===== src/rtl/bnn_act_pkg.sv =====
// Shared definitions for the BNN activation datapath: mode encoding and
// lane packing helpers used by the activation blocks.
package bnn_act_pkg;

    typedef enum logic [1:0] {
        MODE_RELU   = 2'd0,
        MODE_CLIP   = 2'd1,
        MODE_LEAKY  = 2'd2,
        MODE_BYPASS = 2'd3
    } act_mode_t;

    // Lane i of a packed vector occupies bits [lane_lsb(i, w) +: w].
    function automatic int lane_lsb(input int lane, input int w);
        return lane * w;
    endfunction

endpackage


===== src/rtl/relu_lane.sv =====
// Combinational single-lane activation: ReLU, clipped ReLU, leaky ReLU or
// bypass, plus a sign flag for the negative-element statistics.
module relu_lane
    import bnn_act_pkg::*;
#(
    parameter int W          = 32,
    parameter int LEAK_SHIFT = 3
) (
    input  logic signed [W-1:0] x,
    input  act_mode_t           mode,
    input  logic signed [W-1:0] clip_max,
    output logic signed [W-1:0] y,
    output logic                is_neg
);

    always_comb begin
        is_neg = x[W-1];
        y      = x;
        case (mode)
            MODE_RELU:  y = is_neg ? '0 : x;
            MODE_CLIP: begin
                // A negative ceiling leaves an empty range, so everything maps to zero.
                if (clip_max[W-1] || is_neg)
                    y = '0;
                else if (x > clip_max)
                    y = clip_max;
                else
                    y = x;
            end
            MODE_LEAKY: y = is_neg ? (x >>> LEAK_SHIFT) : x;
            default:    y = x;
        endcase
    end

endmodule


===== src/rtl/relu_stream.sv =====
// Multi-lane, valid/ready back-pressured, two-stage activation pipeline with a
// saturating count of negative input elements.
module relu_stream
    import bnn_act_pkg::*;
#(
    parameter int W          = 32,
    parameter int LANES      = 4,
    parameter int LEAK_SHIFT = 3,
    parameter int CNT_W      = 32
) (
    input  logic                 clk,
    input  logic                 rst_n,
    input  logic [LANES*W-1:0]   din,
    input  logic                 ivalid,
    output logic                 iready,
    input  logic [1:0]           mode,
    input  logic [W-1:0]         clip_max,
    output logic [LANES*W-1:0]   dout,
    output logic                 ovalid,
    input  logic                 oready,
    input  logic                 cnt_clr,
    output logic [CNT_W-1:0]     neg_cnt
);

    localparam int NW = $clog2(LANES + 1);

    logic [LANES*W-1:0] res;
    logic [LANES-1:0]   neg;
    logic [NW-1:0]      beat_neg;
    logic [CNT_W:0]     cnt_sum;

    logic               s1_v, s2_v;
    logic [LANES*W-1:0] s1_d, s2_d;
    logic               s1_load, s2_load, accept;

    for (genvar i = 0; i < LANES; i++) begin : g_lane
        relu_lane #(
            .W          (W),
            .LEAK_SHIFT (LEAK_SHIFT)
        ) u_lane (
            .x        (din[lane_lsb(i, W) +: W]),
            .mode     (act_mode_t'(mode)),
            .clip_max (clip_max),
            .y        (res[lane_lsb(i, W) +: W]),
            .is_neg   (neg[i])
        );
    end

    always_comb begin
        beat_neg = '0;
        for (int i = 0; i < LANES; i++)
            beat_neg = beat_neg + NW'(neg[i]);
    end

    // One extra bit catches the carry out so the counter can stick at all-ones.
    assign cnt_sum = {1'b0, neg_cnt} + (CNT_W+1)'(beat_neg);

    assign s2_load = ~s2_v | oready;
    assign s1_load = ~s1_v | s2_load;
    assign iready  = rst_n & s1_load;
    assign accept  = ivalid & iready;

    always_ff @(posedge clk) begin
        if (!rst_n) begin
            s1_v    <= 1'b0;
            s2_v    <= 1'b0;
            s1_d    <= '0;
            s2_d    <= '0;
            neg_cnt <= '0;
        end else begin
            if (s1_load) begin
                s1_v <= accept;
                if (accept)
                    s1_d <= res;
            end
            if (s2_load) begin
                s2_v <= s1_v;
                if (s1_v)
                    s2_d <= s1_d;
            end
            if (cnt_clr)
                neg_cnt <= accept ? CNT_W'(beat_neg) : '0;
            else if (accept)
                neg_cnt <= cnt_sum[CNT_W] ? '1 : cnt_sum[CNT_W-1:0];
        end
    end

    assign dout   = s2_d;
    assign ovalid = s2_v;

endmodule

===== config.mk =====
export PLATFORM = sky130hd
export DESIGN_NAME = relu_stream
export DESIGN_NICKNAME = d
export VERILOG_FILES = /design/src/rtl/bnn_act_pkg.sv /design/src/rtl/relu_lane.sv /design/src/rtl/relu_stream.sv
export SDC_FILE = /design/constraint.sdc
export NUM_CORES = 1
export LEC_CHECK = 0
export ABC_CLOCK_PERIOD_IN_PS = 4080
export CAP_MARGIN = 20
export CORE_ASPECT_RATIO = 0.5
export CORE_MARGIN = 5
export CORE_UTILIZATION = 54
export CTS_BUF_LIST = sky130_fd_sc_hd__clkbuf_16
export DETAILED_ROUTE_END_ITERATION = 10
export HOLD_SLACK_MARGIN = 0.08
export PLACE_DENSITY = 0.78
export SLEW_MARGIN = 10
export SYNTH_ARGS = -nofsm -noshare
export SYNTH_HDL_FRONTEND = slang
export SYNTH_SLANG_ARGS = --single-unit

===== constraint.sdc =====
create_clock -name clk -period 4.08 [get_ports clk]
set_input_delay 0.408 -clock clk [delete_from_list [all_inputs] [get_ports clk]]
set_output_delay 0.408 -clock clk [all_outputs]
set_load 0.005 [all_outputs]

==> flow_metrics.env <==
export IMPL_post_cts_buffers=0
export IMPL_relSlewSlack_pct=-9.18
export IMPL_crit_buf_inv=3
export IMPL_p_per_area_nw_per_um2=315
export IMPL_dp_cells=2911
export IMPL_worstPathCellList="clkdlybuf4s50_1, fa_1, ha_1, ha_1, fa_1, and2_1, o2111ai_1, nor3_1, inv_1, buf_4, a21oi_1, nor2_1, a311oi_1"
export IMPL_dp_hpwl_mm=47.6
export IMPL_hp_start="rst_n"
export IMPL_cpPeakStageDelay_ns=0.66
export IMPL_num_rows=47
export IMPL_clk_pin_slew_worst_paths_ns=0.06
export IMPL_place_gp_congestion=0.998
export IMPL_slew_viol_final=109
export IMPL_synthTopCellsByCount="nand2_1, dfxtp_1, clkbuf_1"
export IMPL_die_x_um=269
export IMPL_worst_hold_path_type="primary input to register"
export IMPL_clockBufferDepth=3
export IMPL_fmax_ghz=0.273
export IMPL_avgSynthCellArea_um2=8.12
export IMPL_instances_no_fill=2963
export IMPL_synth_area_leaders="dfxtp_1, ha_1, nand2_1, a21boi_0, mux2i_1"
export IMPL_finish_instance_area_um2=22900
export IMPL_drc=0
export IMPL_wl_per_cell_um=23.2
export IMPL_end_kind="register"
export IMPL_grt_total_usage_pct=34.4
export IMPL_leakagePower_uw=0.00874
export IMPL_p_int_uw=5020
export IMPL_core_um2=33100
export IMPL_maxCapViolations=0
export IMPL_place_area_um2=22100
export IMPL_grt_pass1_vias=17800
export IMPL_cts_tree="yes"
export IMPL_async_reset_ff_share_pct=0
export IMPL_rsz0062_at_grt="false"
export IMPL_yosysTopAreaCell="dfxtp_1"
export IMPL_ant_nets=0
export IMPL_cts_resized=0
export IMPL_synth_top_flop_cell="dfxtp_1"
export IMPL_boundaryPins=329
export IMPL_setup_viol=0
export IMPL_num_vias=19100
export IMPL_yosysWarnings=0
export IMPL_cp_top_family="adder cells"
export IMPL_combinationalPowerShare_pct=23.9
export IMPL_cts_htree_levels=1
export IMPL_r2r_start="neg_cnt[8]"
export IMPL_clock_sinks=290
export IMPL_grt_overflow=0
export IMPL_synthMostInstantiatedCell="nand2_1"
export IMPL_cp_startpoint="din[63]"
export IMPL_synth_edf_count=0
export IMPL_fin_crit_ns=3.67
export IMPL_skew_ns=0.0157
export IMPL_p_sw_uw=2190
export IMPL_cts_buffers=27
export IMPL_timing_final_hold_violations=0
export IMPL_fp_dieH_um=140
export IMPL_antenna_found_initial=8
export IMPL_whs_ns=0.162
export IMPL_viasPerCell=6.46
export IMPL_crit_arrival_ns=4.12
export IMPL_period_share_pct=89.9
export IMPL_drive_gt1_share_pct=5.88
export IMPL_worstMarginPinSlew_ns=1.64
export IMPL_firstDrtPassIters=7
export IMPL_ys_types=63
export IMPL_grt_pass1_wl_mm=105
export IMPL_area_growth_pct=26.0
export IMPL_crit_path_start_kind="primary input"
export IMPL_fp_dieArea_um2=37700
export IMPL_initialDrtViolationCount=2599
export IMPL_yosysSeqAreaShare_pct=31.9
export IMPL_critPathSlowestCell="clkdlybuf4s50_1"
export IMPL_insertion_delay_ns=0.57
export IMPL_routed_wl_mm=68.9
export IMPL_status="finished, violations left"
export IMPL_place_port_buffers=328
export IMPL_max_vdd_ir_drop_v=0.000278
export IMPL_start_util_pct=54.9
export IMPL_nets=2805
export IMPL_syn_area_um2=18200
export IMPL_crit_path_max_fanout=12
export IMPL_ctsHoldBuffers=0
export IMPL_syn_nets=2546
export IMPL_power_share_switching_pct=30.4
export IMPL_power_uw=7210
export IMPL_cp_required_ns=4.53
export IMPL_grt_max_degree=250
export IMPL_p_seq_share_pct=42.1
export IMPL_synth_top_area_share_pct=31.9
export IMPL_clock_root_buffer="clkbuf_16"
export IMPL_dpl_worst_slack_ns=-0.106
export IMPL_ys_ff_latch=290
export IMPL_fin_ws_ns=0.414
export IMPL_synthCells=2240
export IMPL_p_clk_share_pct=34.0
export IMPL_violations="max-slew violations"
export IMPL_crit_type="primary input to register"
power groups by stage:
stage / Clock [µW] / Sequential [µW] / Combinational [µW]
after floorplan: 0 / 3070 / 979
after global placement: 0 / 3090 / 1630
after detailed placement: 0 / 3090 / 1660
after CTS: 2480 / 3030 / 1680
after global routing: 2590 / 3040 / 1840
final: 2460 / 3030 / 1720
path summary, 6_finish.rpt:
check | end | slack (ns) | depth (start not counted)
worst max register to register | neg_cnt[13] | 1.32 | 9
worst min register to register | dout[83] | 0.47 | 2
worst min-delay path | ovalid | 0.16 | 2
worst max-delay path | neg_cnt[13] | 0.41 | 13
layout make-up:
| type | instances | area (µm²) |
|---|---|---|
| flip-flops and latches | 290 | 5810 |
| inverters | 43 | 161 |
| clock inverters | 19 | 125 |
| repair buffers | 411 | 4040 |
| well taps | 441 | 552 |
| fillers | 2760 | 10200 |
| multi-input cells | 1726 | 11500 |
| diodes | 6 | 15.0 |
| clock buffers | 27 | 676 |
through the flow:
| step | util (%) | setup TNS (ns) |
|---|---|---|
| after floorplan | - | 0 |
| after detailed placement | 66.7 | -0.241 |
| final | 69.2 | 0 |
| after CTS | 69.2 | 0 |
| after global routing | 69.2 | 0 |
| after global placement | 66.7 | 0 |
sequential cells by signal (all words and copies together) (netlist names):
register,cells
neg_cnt,32
ovalid,1
dout,128
s1_v,1
s1_d,128
cells by family (layout without fill, tap and decap cells):
family	after synthesis	in the layout	synth area share, %
and+or+nand+nor	664	664	16.2
adders and majority gates	139	139	9.65
muxes	115	115	6.46
DFF	290	290	31.9
xor gates and xnor gates	1	1	0.0482
AOI/OAI and AO/OA	807	807	30.7
buffers and inverters	224	500	5.01
other	0	6	0
placed cells by master (no fill, tap or decap), types with 8 or more instances in the layout:
cell,netlist,final
a211oi_1,8,8
a21boi_0,152,152
a21o_1,32,32
a21oi_1,88,88
a221oi_1,11,11
a222oi_1,19,19
a22o_1,94,94
a22oi_1,84,84
a31oi_1,103,103
and3_1,9,8
and4_1,9,9
buf_12,1,11
buf_4,5,74
clkbuf_16,0,27
clkdlybuf4s50_1,0,325
dfxtp_1,290,290
ha_1,137,137
inv_1,43,52
mux2_2,9,9
mux2i_1,103,102
nand2_1,331,331
nand2b_1,22,21
nand3_1,52,51
nand4_1,44,44
nor2_1,143,138
nor2b_1,11,10
nor3_1,17,17
o211ai_1,25,25
o21ai_0,129,129
o21ai_1,15,15
o2bb2ai_1,11,11
metal layers:
layer / GRT usage [%] / vias up / wire (µm)
li1: - / 8845 / -
met5: 0 / - / 31
met1: 43.2 / 8968 / 26700
met3: 12.0 / 246 / 8160
met2: 52.4 / 1062 / 29500
met4: 18.5 / 6 / 4410
Note: power is estimated with default switching activity, not from simulation.
